--- config.mk ---
export PLATFORM = sky130hd
export DESIGN_NAME = led_switch_io_flat
export DESIGN_NICKNAME = d
export VERILOG_FILES = /design/src/rtl/led_switch_io_if.sv /design/src/rtl/led_switch_io.sv /design/src/flat_wrapper.sv
export SDC_FILE = /design/constraint.sdc
export NUM_CORES = 1
export LEC_CHECK = 0
export CORE_MARGIN = 4
export CORE_UTILIZATION = 55
export DETAILED_ROUTE_END_ITERATION = 8
export HOLD_SLACK_MARGIN = 0.02
export PLACE_DENSITY = 0.85
export SETUP_SLACK_MARGIN = 0.1
export SYNTH_ARGS = -nofsm -noshare
export SYNTH_HDL_FRONTEND = slang
export SYNTH_SLANG_ARGS = --single-unit
--- constraint.sdc ---
create_clock -name clock -period 5.2 [get_ports clock]
set_input_delay 0.78 -clock clock [delete_from_list [all_inputs] [get_ports clock]]
set_output_delay 0.78 -clock clock [all_outputs]
set_load 0.01 [all_outputs]
--- src/rtl/led_switch_io_if.sv ---
// led_switch_io_if
// CPU-side IO bus between the memory/IO routing logic and the LED/switch
// peripheral.
//   LEDCtrl    : LED chip select, write strobe for the current cycle
//   SwitchCtrl : switch chip select, read strobe for the current cycle
//   addr       : CPU address; the peripheral decodes addr[7:0] only
//   write_data : CPU store data; the peripheral uses bits [15:0] only
//   io_rdata   : combinational read data back to the CPU
// Modports: master = CPU side, slave = peripheral side.

interface led_switch_io_if;
  logic        LEDCtrl;
  logic        SwitchCtrl;
  logic [31:0] addr;
  logic [31:0] write_data;
  logic [15:0] io_rdata;

  modport master (
    output LEDCtrl,
    output SwitchCtrl,
    output addr,
    output write_data,
    input  io_rdata
  );

  modport slave (
    input  LEDCtrl,
    input  SwitchCtrl,
    input  addr,
    input  write_data,
    output io_rdata
  );
endinterface

--- src/rtl/led_switch_io.sv ---
// led_switch_io
// Memory-mapped LED/switch peripheral. LED data and a per-bit blink mask are
// written through the LED chip select. Board switches pass through a two-flop
// synchroniser and a whole-vector debounce FSM. A sticky change flag is set on
// every accepted switch change and cleared by reading it.
//
// Ports:
//   clock      : system clock, rising edge
//   reset      : synchronous, active-high
//   bus        : CPU IO bus (slave modport of led_switch_io_if)
//   switch_in  : raw asynchronous board switches
//   led        : board LEDs
//
// Register map (addr[7:0]):
//   0x60 LED data        R/W (write via LEDCtrl)
//   0x64 blink mask      R/W (write via LEDCtrl)
//   0x70 debounced sw    RO
//   0x74 {15'b0, sw_chg} RO, clear-on-read
//
// Debounce FSM:
//   state    | meaning
//   DB_COUNT | candidate vector is counting stable cycles toward acceptance
//   DB_HOLD  | candidate reached the stable-cycle target; count saturated

module led_switch_io #(
  parameter int DEBOUNCE_CYCLES = 1000,
  parameter int BLINK_CYCLES    = 5000000
) (
  input  logic            clock,
  input  logic            reset,
  led_switch_io_if.slave  bus,
  input  logic [15:0]     switch_in,
  output logic [15:0]     led
);

  localparam int CNT_W   = (DEBOUNCE_CYCLES > 2) ? $clog2(DEBOUNCE_CYCLES) : 1;
  localparam int BLINK_W = (BLINK_CYCLES > 2) ? $clog2(BLINK_CYCLES) : 1;

  localparam logic [CNT_W-1:0]   CNT_LAST   = CNT_W'(DEBOUNCE_CYCLES - 1);
  localparam logic [BLINK_W-1:0] BLINK_LAST = BLINK_W'(BLINK_CYCLES - 1);

  localparam logic [7:0] OFF_LED   = 8'h60;
  localparam logic [7:0] OFF_BLINK = 8'h64;
  localparam logic [7:0] OFF_SW    = 8'h70;
  localparam logic [7:0] OFF_CHG   = 8'h74;

  typedef enum logic [0:0] {
    DB_COUNT = 1'b0,
    DB_HOLD  = 1'b1
  } db_state_t;

  logic [7:0]         offset;
  logic [15:0]        wdata;
  logic               unused_bus_bits;

  logic [15:0]        led_reg;
  logic [15:0]        blink_mask;
  logic [BLINK_W-1:0] blink_cnt;
  logic               phase;

  logic [15:0]        sync1;
  logic [15:0]        sync2;

  db_state_t          state, state_nxt;
  logic [15:0]        cand, cand_nxt;
  logic [CNT_W-1:0]   cnt, cnt_nxt;
  logic [15:0]        stable, stable_nxt;
  logic               sw_changed, sw_changed_nxt;
  logic               commit;
  logic               clear_chg;

  logic [15:0]        rdata;

  assign offset = bus.addr[7:0];
  assign wdata  = bus.write_data[15:0];

  // Upper address and data bits are not decoded by this peripheral.
  assign unused_bus_bits = ^{bus.addr[31:8], bus.write_data[31:16]};

  // ---------------------------------------------------------------------------
  // LED registers
  // ---------------------------------------------------------------------------
  always_ff @(posedge clock) begin
    if (reset) begin
      led_reg    <= '0;
      blink_mask <= '0;
    end else if (bus.LEDCtrl) begin
      case (offset)
        OFF_LED:   led_reg    <= wdata;
        OFF_BLINK: blink_mask <= wdata;
        default:   ;
      endcase
    end
  end

  // ---------------------------------------------------------------------------
  // Blink timebase: phase flips once per BLINK_CYCLES clocks.
  // ---------------------------------------------------------------------------
  always_ff @(posedge clock) begin
    if (reset) begin
      blink_cnt <= '0;
      phase     <= 1'b0;
    end else if (blink_cnt == BLINK_LAST) begin
      blink_cnt <= '0;
      phase     <= ~phase;
    end else begin
      blink_cnt <= blink_cnt + 1'b1;
    end
  end

  // Masked bits go dark during the odd phase only.
  assign led = led_reg & ~(blink_mask & {16{phase}});

  // ---------------------------------------------------------------------------
  // Switch synchroniser
  // ---------------------------------------------------------------------------
  always_ff @(posedge clock) begin
    if (reset) begin
      sync1 <= '0;
      sync2 <= '0;
    end else begin
      sync1 <= switch_in;
      sync2 <= sync1;
    end
  end

  // ---------------------------------------------------------------------------
  // Debounce FSM
  // ---------------------------------------------------------------------------
  always_ff @(posedge clock) begin
    if (reset) begin
      state      <= DB_COUNT;
      cand       <= '0;
      cnt        <= '0;
      stable     <= '0;
      sw_changed <= 1'b0;
    end else begin
      state      <= state_nxt;
      cand       <= cand_nxt;
      cnt        <= cnt_nxt;
      stable     <= stable_nxt;
      sw_changed <= sw_changed_nxt;
    end
  end

  assign clear_chg = bus.SwitchCtrl && (offset == OFF_CHG);

  always_comb begin
    state_nxt  = state;
    cand_nxt   = cand;
    cnt_nxt    = cnt;
    stable_nxt = stable;
    commit     = 1'b0;

    if (sync2 != cand) begin
      // Any movement of the synchronised vector restarts qualification.
      cand_nxt  = sync2;
      cnt_nxt   = '0;
      state_nxt = DB_COUNT;
    end else begin
      case (state)
        DB_COUNT: begin
          if (cnt == CNT_LAST) begin
            state_nxt = DB_HOLD;
            if (cand != stable) begin
              stable_nxt = cand;
              commit     = 1'b1;
            end
          end else begin
            cnt_nxt = cnt + 1'b1;
          end
        end
        DB_HOLD: begin
          // Count stays saturated; cand already equals stable here.
        end
      endcase
    end

    // A commit on the same edge as a clearing read keeps the flag set.
    if (commit) begin
      sw_changed_nxt = 1'b1;
    end else if (clear_chg) begin
      sw_changed_nxt = 1'b0;
    end else begin
      sw_changed_nxt = sw_changed;
    end
  end

  // ---------------------------------------------------------------------------
  // Read mux: SwitchCtrl sees the full map, LEDCtrl alone sees LED registers.
  // ---------------------------------------------------------------------------
  always_comb begin
    rdata = '0;
    if (bus.SwitchCtrl) begin
      case (offset)
        OFF_LED:   rdata = led_reg;
        OFF_BLINK: rdata = blink_mask;
        OFF_SW:    rdata = stable;
        OFF_CHG:   rdata = {15'b0, sw_changed};
        default:   rdata = '0;
      endcase
    end else if (bus.LEDCtrl) begin
      case (offset)
        OFF_LED:   rdata = led_reg;
        OFF_BLINK: rdata = blink_mask;
        default:   rdata = '0;
      endcase
    end
  end

  assign bus.io_rdata = rdata;

endmodule

--- src/flat_wrapper.sv ---
// flat-port wrapper written by rule: the top's interface ports become plain ports
module led_switch_io_flat 
#(
  parameter int DEBOUNCE_CYCLES = 1000,
  parameter int BLINK_CYCLES    = 5000000
)
  (clock, reset, switch_in, led, bus_LEDCtrl, bus_SwitchCtrl, bus_addr, bus_write_data, bus_io_rdata);
  led_switch_io_if bus_i ();
  input  logic clock;
  input  logic reset;
  input  logic [15:0] switch_in;
  output logic [15:0] led;
  input wire logic [$bits(bus_i.LEDCtrl)-1:0] bus_LEDCtrl;
  input wire logic [$bits(bus_i.SwitchCtrl)-1:0] bus_SwitchCtrl;
  input wire logic [$bits(bus_i.addr)-1:0] bus_addr;
  input wire logic [$bits(bus_i.write_data)-1:0] bus_write_data;
  output wire logic [$bits(bus_i.io_rdata)-1:0] bus_io_rdata;
  assign bus_i.LEDCtrl = bus_LEDCtrl;
  assign bus_i.SwitchCtrl = bus_SwitchCtrl;
  assign bus_i.addr = bus_addr;
  assign bus_i.write_data = bus_write_data;
  assign bus_io_rdata = bus_i.io_rdata;
  led_switch_io #(.DEBOUNCE_CYCLES(DEBOUNCE_CYCLES), .BLINK_CYCLES(BLINK_CYCLES)) u_core (.clock(clock), .reset(reset), .bus(bus_i), .switch_in(switch_in), .led(led));
endmodule
### Word level (Yosys, flattened, before mapping)

Cells that the tools add are included.

* bits in registers: 132
* word-level logic and storage cells: 48
* output and inout bits: 32

* reductions and logical operators: 8
* bitwise logic cells: 7
* eq/ne operators: 8
* $add $sub $neg: 2
* muxes and demuxes: 12

Operators by type and width (count)
* case mux 16 bit (4 select lines): 1
* bitwise AND 16 bit: 2
* == test 8 x 7 -> 1 bit (second input constant): 4
* two-way mux 16 bit: 2
* != test 16 bit: 2
* case mux 16 bit (2 select lines): 1
* adder 23 x 1 -> 23 bit (second input constant): 1
* == test 23 bit (second input constant): 1
* inverter 16 bit: 1
* adder 10 x 1 -> 10 bit (second input constant): 1
* == test 10 bit (second input constant): 1
* two-way mux 1 bit: 8
* AND reduction 2 bit: 3
* inverter 1 bit: 4
* AND reduction 4 bit: 1
* OR reduction 2 bit: 2
* nonzero test 2 bit: 1
* logical AND 1 bit: 1

### Longest topological paths before layout

* depth in word-level cells: 6
* depth in mapped cells: 8
* depth with buffers taken out: 6

### Worst setup path after synthesis

No wires, ideal clock.

* path kind: input-to-output
* start point: in bus_addr[1]
* end point: out bus_io_rdata[11]
* setup slack: 2018 ps
* arrival time: 2402 ps
* stages: 6
* required time: 4420 ps
* path buffers: 2
* path through: or4b_1 -> buf_2 -> nor4_4 -> clkbuf_1 -> a22oi_1 -> a21oi_1

* longest elaborated chain between the ends: 4
* elaborated cells between the ends (all ways): 8

Ends and longest elaborated chain
* start, declared: RTL line flat_wrapper.sv:15 `input wire logic [$bits(bus_i.addr)-1:0] bus_addr;`
* == test 8 x 7 -> 1 bit: RTL line led_switch_io.sv:195, led_switch_io.sv:203
* case mux 16 bit (2 select lines): RTL line led_switch_io.sv:203 `case (offset)`
* two-way mux 16 bit: RTL line led_switch_io.sv:202 `end else if (bus.LEDCtrl) begin`
* two-way mux 16 bit *: RTL line led_switch_io.sv:194 `if (bus.SwitchCtrl) begin`
* end, declared: RTL line flat_wrapper.sv:17 `output wire logic [$bits(bus_i.io_rdata)-1:0] bus_io_rdata;`

Mark *: on every way between the ends. The rest lies on a longest branch, timed or not.

### Worst setup path in the final report

* start point: in bus_addr[1]
* end point: out bus_io_rdata[13]

Same word-level chain as after synthesis.

==> results.py <==
metrics = {
    "synth": {
        "synth.area.top_cells": "dfxtp_1, xor2_1, nand2_1",
        "ys.flop_type": "dfxtp_1",
        "syn_nets": 710,
        "syn_avg_cell_area_um2": 8.85,
        "ys_warn_count": 0,
        "yosys.area.top_type_share": 0.478,
        "synth-edff-count": 0,
        "syn-cell-area_um2": 5520,
        "ys_async_sr_fraction": 0,
        "ys_seq_elements": 132,
        "syn_inst": 624,
        "synth.distinct_cells": 38,
        "yosysTopAreaCell": "dfxtp_1",
        "ys_seq_area_frac": 0.478,
    },
    "global_route": {
        "grt_pass1_vias": 4657,
        "antenna_found_initial": 0,
        "grt_pass1_wl_um": 22300,
        "grt_util_all_layers": 0.240,
        "grt_max_degree": 52,
        "gr-total-overflow": 0,
    },
    "route": {
        "drc_errors": 0,
        "via_count": 4734,
        "viasPerCell": 5.71,
        "drt_wl_total_um": 13600,
        "drtPass1Iterations": 5,
        "wl_per_cell_um": 16.4,
        "postRouteAntennaNets": 0,
        "drt_iter0_drc": 298,
    },
    "die": {
        "die_x_um": 108,
        "die_area_um2": 11700,
        "design.core.area_um2": 9770,
        "rows": 36,
        "die_h_um": 108,
        "boundaryPins": 116,
        "initial_core_util": 0.565,
    },
    "finish": {
        "finalInstanceArea_um2": 6950,
        "antenna_cells": 0,
        "largest_register_ffs": 23,
        "fillerInstances": 731,
        "layout-drive-gt1-share": 0.0618,
        "final_common_cell": "dfxtp_1",
        "fin_cells": 829,
        "utilization": 0.711,
        "synthToLayoutAreaGrowth_pct": 25.8,
        "nNetsFinal": 769,
        "final_cell_mix": "dfxtp_1, nand2_1, clkdlybuf4s50_1",
        "top_register": "u_core.blink_cnt",
    },
    "clock_network": {
        "cts_buffer_depth": 2,
        "postCtsResizedCells": 0,
        "numCtsBuffers": 17,
        "cts_hold_buf": 0,
        "cts_root_buffer": "clkbuf_8",
        "clkLatencyLatePin_ns": 0.51,
        "cts_tree": "done",
        "clk_transition_reported_paths_ns": 0.06,
        "cts.sinks": 132,
        "postCtsSetupRepairBufs": 0,
        "htree_levels": 4,
    },
    "timing": {
        "finalClockSkew_ns": 0.00968,
        "tightestPinTransition_ns": 0.912,
        "min_period_over_period": 0.825,
        "relSlewSlack": 0.392,
        "fin_crit_ns": 4.29,
        "drv_slew": 0,
        "rsz0062_at_grt": "false",
        "setup_tns_ns": 0,
        "hold_viol": 0,
        "whs_ns": 0.440,
        "timing.fmax_mhz": 233,
        "setup_violations": 0,
    },
    "place": {
        "hpwl_um": 9040,
        "port_buffers": 75,
        "gp_congestion": 0.852,
        "place_area_um2": 6290,
        "placed_cells": 797,
    },
    "worst_setup_path": {
        "crit_family": "simple AND/OR/NAND/NOR gates",
        "critPathBufInv": 3,
        "cpMostUsedCell": "clkdlybuf4s50_1",
        "crit_fanout": 10,
        "crit_type": "input port to output pin",
        "cp.arrival_ns": 3.51,
        "end_kind": "output pin",
        "max_stage_delay_ns": 0.70,
        "cp.required_ns": 4.42,
        "cp_slowest_cell": "or4b_1",
        "startpoint_type": "input port",
        "worstPathCellList": "clkdlybuf4s50_1, or4b_1, nor4b_4, buf_4, nand2_1, a21oi_1, clkdlybuf4s50_1",
    },
    "power": {
        "p_leak_nw": 2.48,
        "peakVddDrop_mv": 0.216,
        "power_per_cell_area_nw_per_um2": 350,
    },
    "run_status": {
        "status": "finished clean",
    },
    "worst_hold_path": {
        "hold_path.class": "flip-flop to flip-flop",
    },
    "flow_run": {
        "max_cap_viol_count": 0,
    },
}
final cells by class:
type | instances | area [µm²] | share of cell area
clock buffer | 25 | 514 | 0.0740
timing repair buffer | 81 | 791 | 0.114
inverter | 7 | 26.3 | 0.00378
multi-input combinational | 444 | 2670 | 0.384
clock inverter | 7 | 140 | 0.0202
sequential | 132 | 2640 | 0.380
tap | 133 | 166 | 0.0239
power breakdown:
part           total [W]  switching [W]  internal [W]
Clock            0.00128       0.000412      0.000868
Combinational   0.000110      0.0000600     0.0000499
Sequential       0.00104      0.0000112       0.00103
Total            0.00243       0.000483       0.00195
cell usage after synthesis, types with 4 or more instances:
master,instances
xor2_1,44
dfxtp_1,132
a21boi_0,16
nor2b_1,49
xnor2_1,19
nor3_1,8
nand3_1,10
buf_2,7
nor2_1,47
and4_1,5
o31ai_1,16
nor4_1,9
nand2_1,91
inv_1,7
clkbuf_1,28
nand4_1,25
buf_4,4
a21oi_1,62
a22oi_1,13
worst paths after layout:
path | slack [ns] | start | depth (start not counted) | end
max | 0.91 | bus_addr[1] | 7 | bus_io_rdata[13]
min | 0.44 | u_core.sync1[6]$_SDFF_PP0_ | 1 | u_core.sync2[6]$_SDFF_PP0_
max reg2reg | 2.68 | u_core.blink_cnt[10]$_SDFF_PP0_ | 5 | u_core.blink_cnt[5]$_SDFF_PP0_
min reg2reg | 0.44 | u_core.sync1[6]$_SDFF_PP0_ | 1 | u_core.sync2[6]$_SDFF_PP0_
logic make-up after synthesis:
group | count (synthesis) | share of synthesized area
AO/OA/AOI/OAI | 113 | 0.128
XOR/XNOR | 63 | 0.0999
adder cells (fa/ha/maj) | 2 | 0.00453
buffers and inverters | 48 | 0.0383
flip-flops | 132 | 0.478
multiplexers | 1 | 0.00181
AND/OR/NAND/NOR | 265 | 0.249
per-stage QoR:
stage	power [W]	setup WS (ns)
2_1_floorplan	0.00112	2.02
3_3_place_gp	0.00117	0.951
3_5_place_dp	0.00117	0.892
4_1_cts	0.00244	0.875
5_1_grt	0.00251	0.741
6_report	0.00243	0.910
layer usage:
layer,track usage,vias up,wire length (µm)
li1,-,2255,-
met1,0.289,2243,5450
met2,0.423,213,7020
met3,0.0543,23,935
met4,0.0821,0,221
met5,0,-,0
No activity file was read; power rests on OpenSTA's default activity.
